File: src/rtl/mem_port_arbiter.sv
// Unified memory-port arbiter for the RV32I core: serialises IF fetches and MEM
// data accesses onto one bus, data stage first, dropping fetches killed by a flush.
module mem_port_arbiter #(
   parameter int unsigned ADDR_WIDTH = 32,
   parameter int unsigned DATA_WIDTH = 32
) (
   input  logic                    clk,
   input  logic                    rst,
   // instruction fetch requester
   input  logic                    ifReq,
   input  logic [ADDR_WIDTH-1:0]   ifAddr,
   output logic [DATA_WIDTH-1:0]   ifRdata,
   output logic                    ifValid,
   output logic                    ifStall,
   // data requester
   input  logic                    dmReq,
   input  logic                    dmWe,
   input  logic [DATA_WIDTH/8-1:0] dmBe,
   input  logic [ADDR_WIDTH-1:0]   dmAddr,
   input  logic [DATA_WIDTH-1:0]   dmWdata,
   output logic [DATA_WIDTH-1:0]   dmRdata,
   output logic                    dmValid,
   output logic                    dmStall,
   input  logic                    flush,
   // memory bus
   output logic                    memReq,
   output logic                    memWe,
   output logic [DATA_WIDTH/8-1:0] memBe,
   output logic [ADDR_WIDTH-1:0]   memAddr,
   output logic [DATA_WIDTH-1:0]   memWdata,
   input  logic                    memGnt,
   input  logic                    memRvalid,
   input  logic [DATA_WIDTH-1:0]   memRdata
);

   localparam int unsigned BE_WIDTH = DATA_WIDTH / 8;

   typedef enum logic [2:0] {
      IDLE    = 3'd0,
      IF_ADDR = 3'd1,
      IF_DATA = 3'd2,
      IF_RESP = 3'd3,
      DM_ADDR = 3'd4,
      DM_DATA = 3'd5,
      DM_RESP = 3'd6
   } state_e;

   state_e                state_q, state_d;
   logic                  killed_q, killed_d;
   logic                  we_q, we_d;
   logic [BE_WIDTH-1:0]   be_q, be_d;
   logic [ADDR_WIDTH-1:0] addr_q, addr_d;
   logic [DATA_WIDTH-1:0] wdata_q, wdata_d;
   logic [DATA_WIDTH-1:0] rdata_q, rdata_d;

   // State, latched command fields and the shared read register
   always_ff @(posedge clk or posedge rst) begin
      if (rst) begin
         state_q  <= IDLE;
         killed_q <= 1'b0;
         we_q     <= 1'b0;
         be_q     <= '0;
         addr_q   <= '0;
         wdata_q  <= '0;
         rdata_q  <= '0;
      end else begin
         state_q  <= state_d;
         killed_q <= killed_d;
         we_q     <= we_d;
         be_q     <= be_d;
         addr_q   <= addr_d;
         wdata_q  <= wdata_d;
         rdata_q  <= rdata_d;
      end
   end

   // Next-state: data side wins in IDLE; a flush in IDLE suppresses the fetch latch
   always_comb begin
      state_d  = state_q;
      killed_d = killed_q;
      we_d     = we_q;
      be_d     = be_q;
      addr_d   = addr_q;
      wdata_d  = wdata_q;
      rdata_d  = rdata_q;

      case (state_q)
         IDLE: begin
            if (dmReq) begin
               we_d    = dmWe;
               be_d    = dmBe;
               addr_d  = dmAddr;
               wdata_d = dmWdata;
               state_d = DM_ADDR;
            end else if (ifReq && !flush) begin
               we_d    = 1'b0;
               be_d    = '1;
               addr_d  = ifAddr;
               wdata_d = '0;
               state_d = IF_ADDR;
            end
         end
         IF_ADDR: begin
            if (flush) killed_d = 1'b1;
            if (memGnt) state_d = IF_DATA;
         end
         IF_DATA: begin
            if (flush) killed_d = 1'b1;
            if (memRvalid) begin
               rdata_d = memRdata;
               state_d = IF_RESP;
            end
         end
         IF_RESP: state_d = IDLE;
         DM_ADDR: begin
            if (memGnt) state_d = DM_DATA;
         end
         DM_DATA: begin
            if (memRvalid) begin
               rdata_d = memRdata;
               state_d = DM_RESP;
            end
         end
         DM_RESP: state_d = IDLE;
         default: state_d = IDLE;
      endcase

      // A killed fetch is forgotten once the bus transaction has drained
      if (state_d == IDLE) killed_d = 1'b0;
   end

   assign memReq   = (state_q == IF_ADDR) || (state_q == DM_ADDR);
   assign memWe    = we_q;
   assign memBe    = be_q;
   assign memAddr  = addr_q;
   assign memWdata = wdata_q;

   assign ifRdata  = rdata_q;
   assign dmRdata  = rdata_q;
   // flush in the response cycle still drops the fetch
   assign ifValid  = (state_q == IF_RESP) && !killed_q && !flush;
   assign dmValid  = (state_q == DM_RESP);
   assign ifStall  = ifReq && !ifValid;
   assign dmStall  = dmReq && !dmValid;

endmodule

File: config.mk
export PLATFORM = sky130hd
export DESIGN_NAME = mem_port_arbiter
export DESIGN_NICKNAME = d
export VERILOG_FILES = /design/src/rtl/mem_port_arbiter.sv
export SDC_FILE = /design/constraint.sdc
export NUM_CORES = 1
export LEC_CHECK = 0
export ABC_AREA = 1
export CORE_MARGIN = 2
export CORE_UTILIZATION = 40
export DETAILED_ROUTE_END_ITERATION = 10
export DONT_BUFFER_PORTS = 1
export SLEW_MARGIN = 10
export SYNTH_ARGS = -nofsm -noshare
export SYNTH_HDL_FRONTEND = slang
export SYNTH_SLANG_ARGS = --single-unit
export TNS_END_PERCENT = 5
File: constraint.sdc
create_clock -name clk -period 7.82 [get_ports clk]
set_input_delay 1.564 -clock clk [delete_from_list [all_inputs] [get_ports clk]]
set_output_delay 1.564 -clock clk [all_outputs]
set_load 0.05 [all_outputs]
==> report_table.html, run 1 <==
<table>
<tr><th>Metric</th><th>Value</th></tr>
<tr><th colspan="2">CTS</th></tr>
<tr><td>Number of buffers inserted to repair setup after CTS</td><td>0</td></tr>
<tr><td>Clock edge transition at the registers on the reported setup and hold paths</td><td>70 ps</td></tr>
<tr><td>Post-cts gate resize count</td><td>0</td></tr>
<tr><td>CTS tree</td><td>yes</td></tr>
<tr><td>Cell at the root of the clock tree</td><td>clkbuf_16</td></tr>
<tr><td>Maximum level of the CTS H-tree</td><td>3</td></tr>
<tr><td>Clock insertion delay at the later pin of the skew report</td><td>340 ps</td></tr>
<tr><td>Hold-fix buffer count after cts</td><td>0</td></tr>
<tr><td>Maximum clock insertion buffer count</td><td>2</td></tr>
<tr><td>Number of buffers added by the clock tree synthesis step</td><td>9</td></tr>
<tr><td>Total clock sinks</td><td>105</td></tr>
<tr><th colspan="2">Die</th></tr>
<tr><td>Count of pins on the block boundary</td><td>278</td></tr>
<tr><td>Initial standard-cell utilization of the core</td><td>between 40% and 50%</td></tr>
<tr><td>Height of the chip</td><td>111 um</td></tr>
<tr><td>Cell row count</td><td>39</td></tr>
<tr><td>Die Outline Area</td><td>12400 um^2</td></tr>
<tr><td>Core region area</td><td>11300 um^2</td></tr>
<tr><td>Die W</td><td>111 um</td></tr>
<tr><th colspan="2">Global routing</th></tr>
<tr><td>Number of antenna violations at the first check in global routing</td><td>0</td></tr>
<tr><td>Wire length of the first global-routing pass</td><td>roughly 17000 um</td></tr>
<tr><td>Pin count of the biggest net entering global routing</td><td>99</td></tr>
<tr><td>Number of global-route vias before repair</td><td>3248</td></tr>
<tr><td>Residual overflow from global routing</td><td>0</td></tr>
<tr><td>Total GRT Usage</td><td>17.4%</td></tr>
<tr><th colspan="2">Critical path</th></tr>
<tr><td>Critical-path top delay cell</td><td>nor3_2</td></tr>
<tr><td>CP Data Arrival Time</td><td>2880 ps</td></tr>
<tr><td>Stage delay of the slowest cell on the critical path</td><td>720 ps</td></tr>
<tr><td>Critical path launch point type</td><td>input port</td></tr>
<tr><td>Start-to-end type of the worst setup path</td><td>in -&gt; out</td></tr>
<tr><td>Cell family with the largest share of critical-path delay</td><td>simple AND/OR/NAND/NOR gates</td></tr>
<tr><td>Data required time at the worst endpoint</td><td>6260 ps</td></tr>
<tr><td>Series of cell instances along the critical path</td><td>inv_1 -&gt; nand3_1 -&gt; nor3_2 -&gt; nor2_1</td></tr>
<tr><td>Count of buffering cells on the critical path with inverters included</td><td>1</td></tr>
<tr><td>Highest net fanout along the worst path</td><td>2</td></tr>
<tr><td>Type of element capturing the critical path</td><td>output pin</td></tr>
<tr><th colspan="2">Logic synthesis</th></tr>
<tr><td>Most numerous cell types in the synthesized netlist</td><td>nand2_1, dfrtp_1, nor2_1</td></tr>
<tr><td>Warning count from the yosys run</td><td>0</td></tr>
<tr><td>Number of flops mapped to enable cells by yosys</td><td>0</td></tr>
<tr><td>Post-Synthesis Cells</td><td>479</td></tr>
<tr><td>Dominant register cell in the synthesized netlist</td><td>dfrtp_1</td></tr>
<tr><td>Synth area leader</td><td>dfrtp_1</td></tr>
<tr><td>Net Count, Synth</td><td>619</td></tr>
<tr><td>Leading cell types by total area after synthesis</td><td>dfrtp_1, nand2_1, a22o_1</td></tr>
<tr><td>Proportion of register bits with asynchronous set or reset after synthesis</td><td>100%</td></tr>
<tr><td>Post-synthesis average cell area</td><td>9.62 um^2</td></tr>
<tr><td>Count of state elements after synthesis</td><td>105</td></tr>
<tr><td>Sequential-to-total area share from yosys stat</td><td>a little under three fifths</td></tr>
<tr><td>Netlist area before placement</td><td>4610 um^2</td></tr>
<tr><td>Count of cell types in the netlist</td><td>22</td></tr>
<tr><td>Leading cell type by number of instances after synthesis</td><td>nand2_1</td></tr>
<tr><td>Synth top area share</td><td>57.0%</td></tr>
<tr><th colspan="2">Detailed routing</th></tr>
<tr><td>Vias per cell</td><td>5.45</td></tr>
<tr><td>Mean routed wirelength per cell</td><td>18.7 um</td></tr>
<tr><td>Count of routing violations after the opening detailed-route iteration</td><td>187</td></tr>
<tr><td>First-pass detailed-route iteration total</td><td>4</td></tr>
<tr><td>Total via count after detailed routing</td><td>3146</td></tr>
<tr><td>DRT Wirelength</td><td>10800 um</td></tr>
<tr><td>Post-route antenna net violation count</td><td>0</td></tr>
<tr><td># DRC</td><td>0</td></tr>
<tr><th colspan="2">Timing</th></tr>
<tr><td>Worst setup margin</td><td>3380 ps</td></tr>
<tr><td>Slew HR</td><td>25.4%</td></tr>
<tr><td>Least-Margin Pin Slew</td><td>1110 ps</td></tr>
<tr><td>Achievable frequency</td><td>225 MHz</td></tr>
<tr><td>Sum of negative setup slack</td><td>0 ps</td></tr>
<tr><td>Setup Skew</td><td>7.45 ps</td></tr>
<tr><td>Max Transition Viols Final</td><td>0</td></tr>
<tr><td>RSZ-0062 raised after global routing</td><td>no</td></tr>
<tr><td>Final setup vio count</td><td>0</td></tr>
<tr><td>Number of hold-slack violations in the final timing report</td><td>0</td></tr>
<tr><td>Post-layout min period</td><td>~4400 ps</td></tr>
<tr><td>Post-route clock period utilization</td><td>a little under three fifths</td></tr>
<tr><th colspan="2">Place</th></tr>
<tr><td>Placed wire-length estimate after detailed placement</td><td>7720 um</td></tr>
<tr><td>Number of cells after detailed placement</td><td>561</td></tr>
<tr><td>Dpl ws</td><td>about 3400 ps</td></tr>
<tr><td>Final RePlAce weighted congestion</td><td>about 0.76</td></tr>
<tr><td>Count of input and output buffers</td><td>0</td></tr>
<tr><th colspan="2">Final layout</th></tr>
<tr><td>Fraction of final layout cells with drive strength greater than 1</td><td>7.14%</td></tr>
<tr><td>Final net count</td><td>569</td></tr>
<tr><td>Final standard cell count with taps included and fillers excluded</td><td>577</td></tr>
<tr><td>Area delta synth-&gt;final</td><td>1.87%</td></tr>
<tr><td>Diodes inserted</td><td>0</td></tr>
<tr><td>Number of fillers in the final layout</td><td>around 1100</td></tr>
<tr><th colspan="2">Run status</th></tr>
<tr><td>Run status</td><td>finished clean</td></tr>
<tr><th colspan="2">Min path</th></tr>
<tr><td>HP Class</td><td>reg -&gt; reg</td></tr>
<tr><th colspan="2">Flow run</th></tr>
<tr><td>Maximum capacitance violations</td><td>0</td></tr>
</table>
==> placed cells by master, fill, tap and decap left out <==
cell type and instances:
a21oi_1 2, a22o_1 33, buf_4 1, clkbuf_16 9
clkbuf_8 1, clkinv_4 3, clkinv_8 2, clkinvlp_4 1
dfrtp_1 105, inv_1 6, inv_2 6, inv_4 1
nand2_1 112, nand2_2 1, nand2_4 1, nand3_1 35
nand3_2 2, nand4_1 1, nor2_1 71, nor2_2 1
nor3_2 1, o21ai_0 1, o21ai_1 1, o21ai_4 1
o22a_1 4, o31ai_1 32
==> per-layer routing <==
metal  GRT usage (%)  share of wire (%)  up-vias
met3            3.39                7.6       18
met5               0                  0        -
met2            31.2                 52      174
met4            7.65                2.4        0
met1            20.3                 38     1486
li1                -                  -     1468
==> sequential cells by signal (all words and copies together), names as in the netlist <==
| register | count |
|---|---|
| memBe | 4 |
| killed_q | 1 |
| dmRdata | 32 |
| state_q | 3 |
| memWe | 1 |
| memWdata | 32 |
| memAddr | 32 |
==> layout make-up <==
| class | count | area [um^2] | share of cell area [%] |
|---|---|---|---|
| Clock buffer | 10 | 239 | 5.09 |
| Sequential cell | 105 | 2630 | 56.0 |
| Timing Repair Buffer | 1 | 7.51 | 0.160 |
| Clock inverter | 6 | 66.3 | 1.41 |
| Multi-Input combinational cell | 299 | 1520 | 32.4 |
| Inverter | 13 | 51.3 | 1.09 |
| Tap cell | 143 | 179 | 3.81 |
==> final timing paths <==
path                                      startpoint  depth (start not counted)                 endpoint  slack (ps)
worst max register to register  state_q[1]$_DFF_PP0_                          6   dmRdata[8]$_DFFE_PP0P_        5530
worst min-delay path            killed_q$_DFFE_PP0P_                          2     killed_q$_DFFE_PP0P_         560
max in group asynchronous                        rst                          2   memAddr[9]$_DFFE_PP0P_        5490
worst max-delay path                           flush                          4                  ifStall        3380
min in group asynchronous                        rst                          1  dmRdata[17]$_DFFE_PP0P_        1140
worst min register to register  killed_q$_DFFE_PP0P_                          2     killed_q$_DFFE_PP0P_         560
==> logic make-up (layout without fill, tap and decap cells) <==
logic type      count (synthesis)  in the layout  synth area share, %
compound gates                 74             74                 12.9
buf+inv                        75             30                 10.2
flops                         105            105                 57.0
simple gates                  225            225                 19.9
==> worst min-delay path, cell delays in order (launching register included) <==
cell	delay, ps
dfrtp_1	360
a21oi_1	50
a21oi_1	120
==> metrics by stage <==
step	hold WS [ps]	area (um^2)	util (%)
2_1_floorplan	492	4610	-
4_1_cts	570	4690	41.4
6_report	565	4690	41.5
3_5_place_dp	553	4380	38.7
5_1_grt	594	4690	41.5
3_3_place_gp	551	4380	38.7
Power of run 1 is not shown: default switching activity piles up to over one toggle a cycle in this logic, so the estimate is an artifact.
==> inputs of run 2 (changes only) <==
==> constraint.sdc (replaced) <==
create_clock -name clk -period 3.65 [get_ports clk]
set_input_delay 0.73 -clock clk [delete_from_list [all_inputs] [get_ports clk]]
set_output_delay 0.73 -clock clk [all_outputs]
set_load 0.05 [all_outputs]
==> run 2 against run 1 <==
- worst setup slack got worse by 2300 ps
- routed wire length fell by 0.46%
- critical path depth did not move
- highest routed layer unchanged
- register-to-register slack got worse by 4100 ps
- utilization rose by 0.18 points
- sequential cell count did not move
- critical path type is now reg -> out
==> report_table.html, run 2 (synthesized netlist as in run 1, its figures left out) <==
<table>
<tr><th>Metric</th><th>Value</th></tr>
<tr><th colspan="2">CTS</th></tr>
<tr><td>Cell at the root of the clock tree</td><td>clkbuf_16</td></tr>
<tr><td>Clock insertion delay at the later pin of the skew report</td><td>350 ps (about the same)</td></tr>
<tr><td>Hold-fix buffer count after cts</td><td>0 (unchanged)</td></tr>
<tr><td>Maximum clock insertion buffer count</td><td>2 (unchanged)</td></tr>
<tr><td>CTS tree</td><td>yes</td></tr>
<tr><td>Post-cts gate resize count</td><td>0 (unchanged)</td></tr>
<tr><td>Maximum level of the CTS H-tree</td><td>3 (unchanged)</td></tr>
<tr><td>Total clock sinks</td><td>105 (unchanged)</td></tr>
<tr><td>Clock edge transition at the registers on the reported setup and hold paths</td><td>80 ps (about the same)</td></tr>
<tr><td>Number of buffers added by the clock tree synthesis step</td><td>9 (unchanged)</td></tr>
<tr><td>Number of buffers inserted to repair setup after CTS</td><td>0 (unchanged)</td></tr>
<tr><th colspan="2">Detailed routing</th></tr>
<tr><td>Total via count after detailed routing</td><td>3208 (+2.0%)</td></tr>
<tr><td>Mean routed wirelength per cell</td><td>18.5 um (-1.1%)</td></tr>
<tr><td># DRC</td><td>0 (unchanged)</td></tr>
<tr><td>First-pass detailed-route iteration total</td><td>4 (unchanged)</td></tr>
<tr><td>Post-route antenna net violation count</td><td>0 (unchanged)</td></tr>
<tr><td>Count of routing violations after the opening detailed-route iteration</td><td>258 (+38%)</td></tr>
<tr><td>Vias per cell</td><td>5.52 (+1.3%)</td></tr>
<tr><td>DRT Wirelength</td><td>10700 um (-0.46%)</td></tr>
<tr><th colspan="2">Critical path</th></tr>
<tr><td>Start-to-end type of the worst setup path</td><td>reg -&gt; out</td></tr>
<tr><td>Count of buffering cells on the critical path with inverters included</td><td>1 (unchanged)</td></tr>
<tr><td>Type of element capturing the critical path</td><td>output pin</td></tr>
<tr><td>R2R cell count</td><td>5 (-1)</td></tr>
<tr><td>Series of cell instances along the critical path</td><td>nand3_1 -&gt; nor3_2 -&gt; buf_4 -&gt; nor2_1</td></tr>
<tr><td>CP Data Arrival Time</td><td>1880 ps (-1000 ps)</td></tr>
<tr><td>Cell family with the largest share of critical-path delay</td><td>simple AND/OR/NAND/NOR gates</td></tr>
<tr><td>Critical-path top delay cell</td><td>nor2_1</td></tr>
<tr><td>Critical path launch point type</td><td>register</td></tr>
<tr><td>Cell count along the critical path</td><td>4 (unchanged)</td></tr>
<tr><td>Highest net fanout along the worst path</td><td>7 (+5)</td></tr>
<tr><td>Data required time at the worst endpoint</td><td>2920 ps (-3340 ps)</td></tr>
<tr><td>Stage delay of the slowest cell on the critical path</td><td>720 ps (about the same)</td></tr>
<tr><th colspan="2">Final layout</th></tr>
<tr><td>Fraction of final layout cells with drive strength greater than 1</td><td>7.76% (+0.62 points)</td></tr>
<tr><td>Number of fillers in the final layout</td><td>1106 (-1.2%)</td></tr>
<tr><td>Final net count</td><td>573 (+0.70%)</td></tr>
<tr><td>Footprint of the flip-flops and latches</td><td>2630 um^2 (unchanged)</td></tr>
<tr><td>Area delta synth-&gt;final</td><td>2.31%</td></tr>
<tr><td>Diodes inserted</td><td>0 (unchanged)</td></tr>
<tr><td>Area used by multi-input combinational logic</td><td>1520 um^2 (unchanged)</td></tr>
<tr><td>Most common library cell in the layout ignoring fill and taps</td><td>nand2_1</td></tr>
<tr><td>Most frequent cells in the layout</td><td>nand2_1, dfrtp_1, nor2_1, nand3_1, a22o_1</td></tr>
<tr><th colspan="2">Die</th></tr>
<tr><td>Height of the chip</td><td>111 um (unchanged)</td></tr>
<tr><td>Core region area</td><td>11300 um^2 (unchanged)</td></tr>
<tr><td>Die W</td><td>111 um (unchanged)</td></tr>
<tr><td>Die Outline Area</td><td>12400 um^2 (unchanged)</td></tr>
<tr><td>Cell row count</td><td>39 (unchanged)</td></tr>
<tr><td>Count of pins on the block boundary</td><td>278 (unchanged)</td></tr>
<tr><td>Initial standard-cell utilization of the core</td><td>40.7% (unchanged)</td></tr>
<tr><th colspan="2">Global routing</th></tr>
<tr><td>Wire length of the first global-routing pass</td><td>17300 um (+1.3%)</td></tr>
<tr><td>Total GRT Usage</td><td>17.7% (+0.23 points)</td></tr>
<tr><td>Residual overflow from global routing</td><td>0 (unchanged)</td></tr>
<tr><td>Number of antenna violations at the first check in global routing</td><td>0 (unchanged)</td></tr>
<tr><td>Number of global-route vias before repair</td><td>3275 (+0.83%)</td></tr>
<tr><td>Pin count of the biggest net entering global routing</td><td>89 (-10%)</td></tr>
<tr><th colspan="2">Timing</th></tr>
<tr><td>Final setup vio count</td><td>0 (unchanged)</td></tr>
<tr><td>Setup Skew</td><td>9.86 ps (+2.41 ps)</td></tr>
<tr><td>Max Transition Viols Final</td><td>0 (unchanged)</td></tr>
<tr><td>Least-Margin Pin Slew</td><td>1050 ps (-64.6 ps)</td></tr>
<tr><td>Achievable frequency</td><td>382 MHz</td></tr>
<tr><td>Post-route clock period utilization</td><td>71.6%</td></tr>
<tr><td>Post-layout min period</td><td>2610 ps</td></tr>
<tr><td>Sum of negative setup slack</td><td>0 ps (unchanged)</td></tr>
<tr><td>Number of hold-slack violations in the final timing report</td><td>0 (unchanged)</td></tr>
<tr><td>Final hold slack</td><td>518 ps (-46.4 ps)</td></tr>
<tr><td>RSZ-0062 raised after global routing</td><td>no</td></tr>
<tr><td>Slew HR</td><td>30.2% (+4.8 points)</td></tr>
<tr><th colspan="2">Min path</th></tr>
<tr><td>HP Class</td><td>in -&gt; async</td></tr>
<tr><th colspan="2">Place</th></tr>
<tr><td>Final RePlAce weighted congestion</td><td>0.820 (+7.2%)</td></tr>
<tr><td>Placed wire-length estimate after detailed placement</td><td>7740 um (+0.35%)</td></tr>
<tr><td>Count of input and output buffers</td><td>0 (unchanged)</td></tr>
<tr><th colspan="2">Run status</th></tr>
<tr><td>Run status</td><td>finished clean</td></tr>
<tr><th colspan="2">Flow run</th></tr>
<tr><td>Maximum capacitance violations</td><td>0 (unchanged)</td></tr>
</table>
[run 2: worst register-to-register path, delay by kind of cell, from the launching register on]
family          cells  cell delay, ps
flops               1             490
simple gates        4            1010
compound gates      1             640
[run 2: per-layer routing]
layer	GRT usage (%)	vias up	part of all wire (%)
li1	-	1484	-
met1	21.2	1519	39
met2	29.8	186	50
met3	5.85	19	8.6
met4	6.34	0	2.3
met5	0	-	0
[run 2: path summary, 6_finish.rpt]
| kind | from | to | slack [ps] |
|---|---|---|---|
| worst min-delay path | rst | dmRdata[12]$_DFFE_PP0P_ | 520 |
| min in group clk | dmWdata[22] | memWdata[22]$_DFFE_PP0P_ | 520 |
| worst min register to register | killed_q$_DFFE_PP0P_ | killed_q$_DFFE_PP0P_ | 550 |
| worst max register to register | state_q[2]$_DFF_PP0_ | dmRdata[27]$_DFFE_PP0P_ | 1400 |
| max in group asynchronous | rst | memAddr[23]$_DFFE_PP0P_ | 2290 |
| worst max-delay path | state_q[1]$_DFF_PP0_ | ifStall | 1040 |
[run 2: through the flow]
step           util, %  setup slack [ps]  std cells  instance area (um^2)
2_1_floorplan        -               159        479                  4610
3_3_place_gp      39.0               954        565                  4410
3_5_place_dp      39.0               901        565                  4410
4_1_cts           41.6               883        581                  4710
5_1_grt           41.6               932        581                  4710
6_report          41.6              1040        581                  4710
[run 2: area by class of cell]
class,count,area share (%)
sequential,105,55.7
multi-input combinational,299,32.3
clock buffer,10,4.86
tap,143,3.80
clock inverter,6,1.41
inverter,13,1.09
timing repair buffer,5,0.796
Power of run 2 is left out for the same reason.
==> inputs of run 3 (changes only) <==
==> constraint.sdc (replaced) <==
create_clock -name clk -period 2.2 [get_ports clk]
set_input_delay 0.44 -clock clk [delete_from_list [all_inputs] [get_ports clk]]
set_output_delay 0.44 -clock clk [all_outputs]
set_load 0.05 [all_outputs]
==> run 3 against run 2 <==
- critical path depth unchanged
- utilization up 2.6 points
- final cell count is 6.0% higher
- sequential cell count did not move
- worst setup slack worse by 750 ps
==> report_table.html, run 3 (synthesized netlist as in run 1, its figures left out) <==
<table>
<tr><th>Metric</th><th>Value</th></tr>
<tr><th colspan="2">Global routing</th></tr>
<tr><td>Pin count of the biggest net entering global routing</td><td>106 (+19%)</td></tr>
<tr><td>Total GRT Usage</td><td>17.7% (+0.036 points)</td></tr>
<tr><td>Wire length of the first global-routing pass</td><td>17300 um (-0.28%)</td></tr>
<tr><td>Number of antenna violations at the first check in global routing</td><td>0 (unchanged)</td></tr>
<tr><td>Residual overflow from global routing</td><td>0 (unchanged)</td></tr>
<tr><td>Number of global-route vias before repair</td><td>3278 (+0.092%)</td></tr>
<tr><th colspan="2">Timing</th></tr>
<tr><td>Number of hold-slack violations in the final timing report</td><td>0 (unchanged)</td></tr>
<tr><td>Post-layout min period</td><td>between 1500 and 2000 ps</td></tr>
<tr><td>Achievable frequency</td><td>between 500 and 600 MHz</td></tr>
<tr><td>Post-route clock period utilization</td><td>87.1%</td></tr>
<tr><td>Least-Margin Pin Slew</td><td>567 ps (-481 ps)</td></tr>
<tr><td>Sum of negative setup slack</td><td>0 ps (unchanged)</td></tr>
<tr><td>Slew HR</td><td>62.1% (+32 points)</td></tr>
<tr><td>Max Transition Viols Final</td><td>0 (unchanged)</td></tr>
<tr><td>RSZ-0062 raised after global routing</td><td>no</td></tr>
<tr><td>Setup Skew</td><td>10.5 ps (+0.624 ps)</td></tr>
<tr><td>Final setup vio count</td><td>0 (unchanged)</td></tr>
<tr><th colspan="2">Final layout</th></tr>
<tr><td>Fraction of final layout cells with drive strength greater than 1</td><td>14.6% (+6.8 points)</td></tr>
<tr><td>Most frequent cells in the layout</td><td>nand2_1, dfrtp_1, nor2_1, buf_4, nand3_1</td></tr>
<tr><td>Area delta synth-&gt;final</td><td>8.58%</td></tr>
<tr><td>Number of fillers in the final layout</td><td>1110 (+0.36%)</td></tr>
<tr><td>Final standard cell count with taps included and fillers excluded</td><td>616 (+6.0%)</td></tr>
<tr><td>Most common library cell in the layout ignoring fill and taps</td><td>nand2_1</td></tr>
<tr><td>Diodes inserted</td><td>0 (unchanged)</td></tr>
<tr><td>Final net count</td><td>608 (+6.1%)</td></tr>
<tr><td>Fin area</td><td>5000 um^2 (+6.1%)</td></tr>
<tr><th colspan="2">Detailed routing</th></tr>
<tr><td>Post-route antenna net violation count</td><td>0 (unchanged)</td></tr>
<tr><td>Mean routed wirelength per cell</td><td>17.6 um (-4.7%)</td></tr>
<tr><td># DRC</td><td>0 (unchanged)</td></tr>
<tr><td>Total via count after detailed routing</td><td>3276 (+2.1%)</td></tr>
<tr><td>DRT Wirelength</td><td>10900 um (+1.1%)</td></tr>
<tr><td>First-pass detailed-route iteration total</td><td>6 (+2)</td></tr>
<tr><td>Vias per cell</td><td>5.32 (-3.7%)</td></tr>
<tr><td>Count of routing violations after the opening detailed-route iteration</td><td>200 (-22%)</td></tr>
<tr><th colspan="2">CTS</th></tr>
<tr><td>Cell at the root of the clock tree</td><td>clkbuf_16</td></tr>
<tr><td>Post-cts gate resize count</td><td>0 (unchanged)</td></tr>
<tr><td>Maximum level of the CTS H-tree</td><td>3 (unchanged)</td></tr>
<tr><td>Clock insertion delay at the later pin of the skew report</td><td>340 ps (about the same)</td></tr>
<tr><td>Number of buffers inserted to repair setup after CTS</td><td>0 (unchanged)</td></tr>
<tr><td>Maximum clock insertion buffer count</td><td>2 (unchanged)</td></tr>
<tr><td>CTS tree</td><td>yes</td></tr>
<tr><td>Total clock sinks</td><td>105 (unchanged)</td></tr>
<tr><td>Number of buffers added by the clock tree synthesis step</td><td>9 (unchanged)</td></tr>
<tr><td>Hold-fix buffer count after cts</td><td>0 (unchanged)</td></tr>
<tr><td>Clock edge transition at the registers on the reported setup and hold paths</td><td>70 ps (about the same)</td></tr>
<tr><th colspan="2">Flow run</th></tr>
<tr><td>Maximum capacitance violations</td><td>0 (unchanged)</td></tr>
<tr><th colspan="2">Critical path</th></tr>
<tr><td>Critical-path top delay cell</td><td>dfrtp_1</td></tr>
<tr><td>CP Data Arrival Time</td><td>1480 ps (-400 ps)</td></tr>
<tr><td>Type of element capturing the critical path</td><td>output pin</td></tr>
<tr><td>Data required time at the worst endpoint</td><td>1760 ps (-1160 ps)</td></tr>
<tr><td>Series of cell instances along the critical path</td><td>nand3_1 -&gt; nor3_2 -&gt; nor2_1 -&gt; buf_4</td></tr>
<tr><td>Stage delay of the slowest cell on the critical path</td><td>470 ps (-250 ps)</td></tr>
<tr><td>Beginning of the critical path</td><td>state_q[1]$_DFF_PP0_</td></tr>
<tr><td>Highest net fanout along the worst path</td><td>7 (unchanged)</td></tr>
<tr><td>Critical path launch point type</td><td>register</td></tr>
<tr><td>Start-to-end type of the worst setup path</td><td>reg -&gt; out</td></tr>
<tr><td>Worst R2R Start</td><td>state_q[0]$_DFF_PP0_</td></tr>
<tr><th colspan="2">Die</th></tr>
<tr><td>Initial standard-cell utilization of the core</td><td>40.7% (unchanged)</td></tr>
<tr><td>Height of the chip</td><td>111 um (unchanged)</td></tr>
<tr><td>Core region area</td><td>11300 um^2 (unchanged)</td></tr>
<tr><td>Die Outline Area</td><td>12400 um^2 (unchanged)</td></tr>
<tr><td>Count of pins on the block boundary</td><td>278 (unchanged)</td></tr>
<tr><td>Die W</td><td>111 um (unchanged)</td></tr>
<tr><td>Cell row count</td><td>39 (unchanged)</td></tr>
<tr><th colspan="2">Run status</th></tr>
<tr><td>Run status</td><td>finished clean</td></tr>
<tr><th colspan="2">Min path</th></tr>
<tr><td>HP Class</td><td>in -&gt; async</td></tr>
<tr><th colspan="2">Place</th></tr>
<tr><td>Count of input and output buffers</td><td>0 (unchanged)</td></tr>
<tr><td>Number of cells after detailed placement</td><td>600 (+6.2%)</td></tr>
<tr><td>Placed wire-length estimate after detailed placement</td><td>7850 um (+1.4%)</td></tr>
<tr><td>DP Area</td><td>4700 um^2 (+6.6%)</td></tr>
<tr><td>Final RePlAce weighted congestion</td><td>0.780 (-4.8%)</td></tr>
</table>
## run 3: cell count changes in the layout (fill, tap and decap cells not counted), sizes merged
cell / before / now
clkinv: 4 / 3
buf: 5 / 40
bufinv: 0 / 1
## run 3: path summary, 6_finish.rpt
kind,to,slack [ps],depth (start not counted)
min reg2reg,dmRdata[28]$_DFFE_PP0P_,470,2
min,dmRdata[16]$_DFFE_PP0P_,120,2
max,ifStall,280,4
max in group asynchronous,dmRdata[4]$_DFFE_PP0P_,1660,2
min in group clk,memWdata[19]$_DFFE_PP0P_,240,1
max reg2reg,memWdata[18]$_DFFE_PP0P_,460,6
## run 3: layer usage
metal | wire length [um] | global-route usage, % | vias to the layer above
met5 | 0 | 0 | -
met4 | 274 | 7.90 | 0
met3 | 883 | 4.37 | 18
met2 | 5320 | 29.6 | 195
met1 | 4390 | 21.8 | 1513
li1 | - | - | 1550
## run 3: area by class of cell
type / count / area, um^2 / area share [%]
Clock buffer: 10 / 229 / 4.58
Multi-Input combinational cell: 299 / 1520 / 30.3
Timing Repair Buffer: 40 / 325 / 6.50
Clock inverter: 6 / 73.8 / 1.48
Sequential cell: 105 / 2630 / 52.5
Tap cell: 143 / 179 / 3.58
Inverter: 13 / 52.6 / 1.05
## run 3: worst max-delay path, delay by kind of cell, from the launching register on
family | cells | cell delay (ps)
simple gates | 3 | 460
buf+inv | 1 | 200
flops | 1 | 470
## run 3: per-stage QoR
stage | worst slack (ps) | util [%] | hold WS, ps
3_5_place_dp | 465 | 41.5 | 461
4_1_cts | 250 | 44.2 | 140
6_report | 284 | 44.2 | 115
2_1_floorplan | -446 | - | 492
3_3_place_gp | 535 | 41.5 | 454
5_1_grt | 192 | 44.2 | 161
Power of run 3 is left out for the same reason.
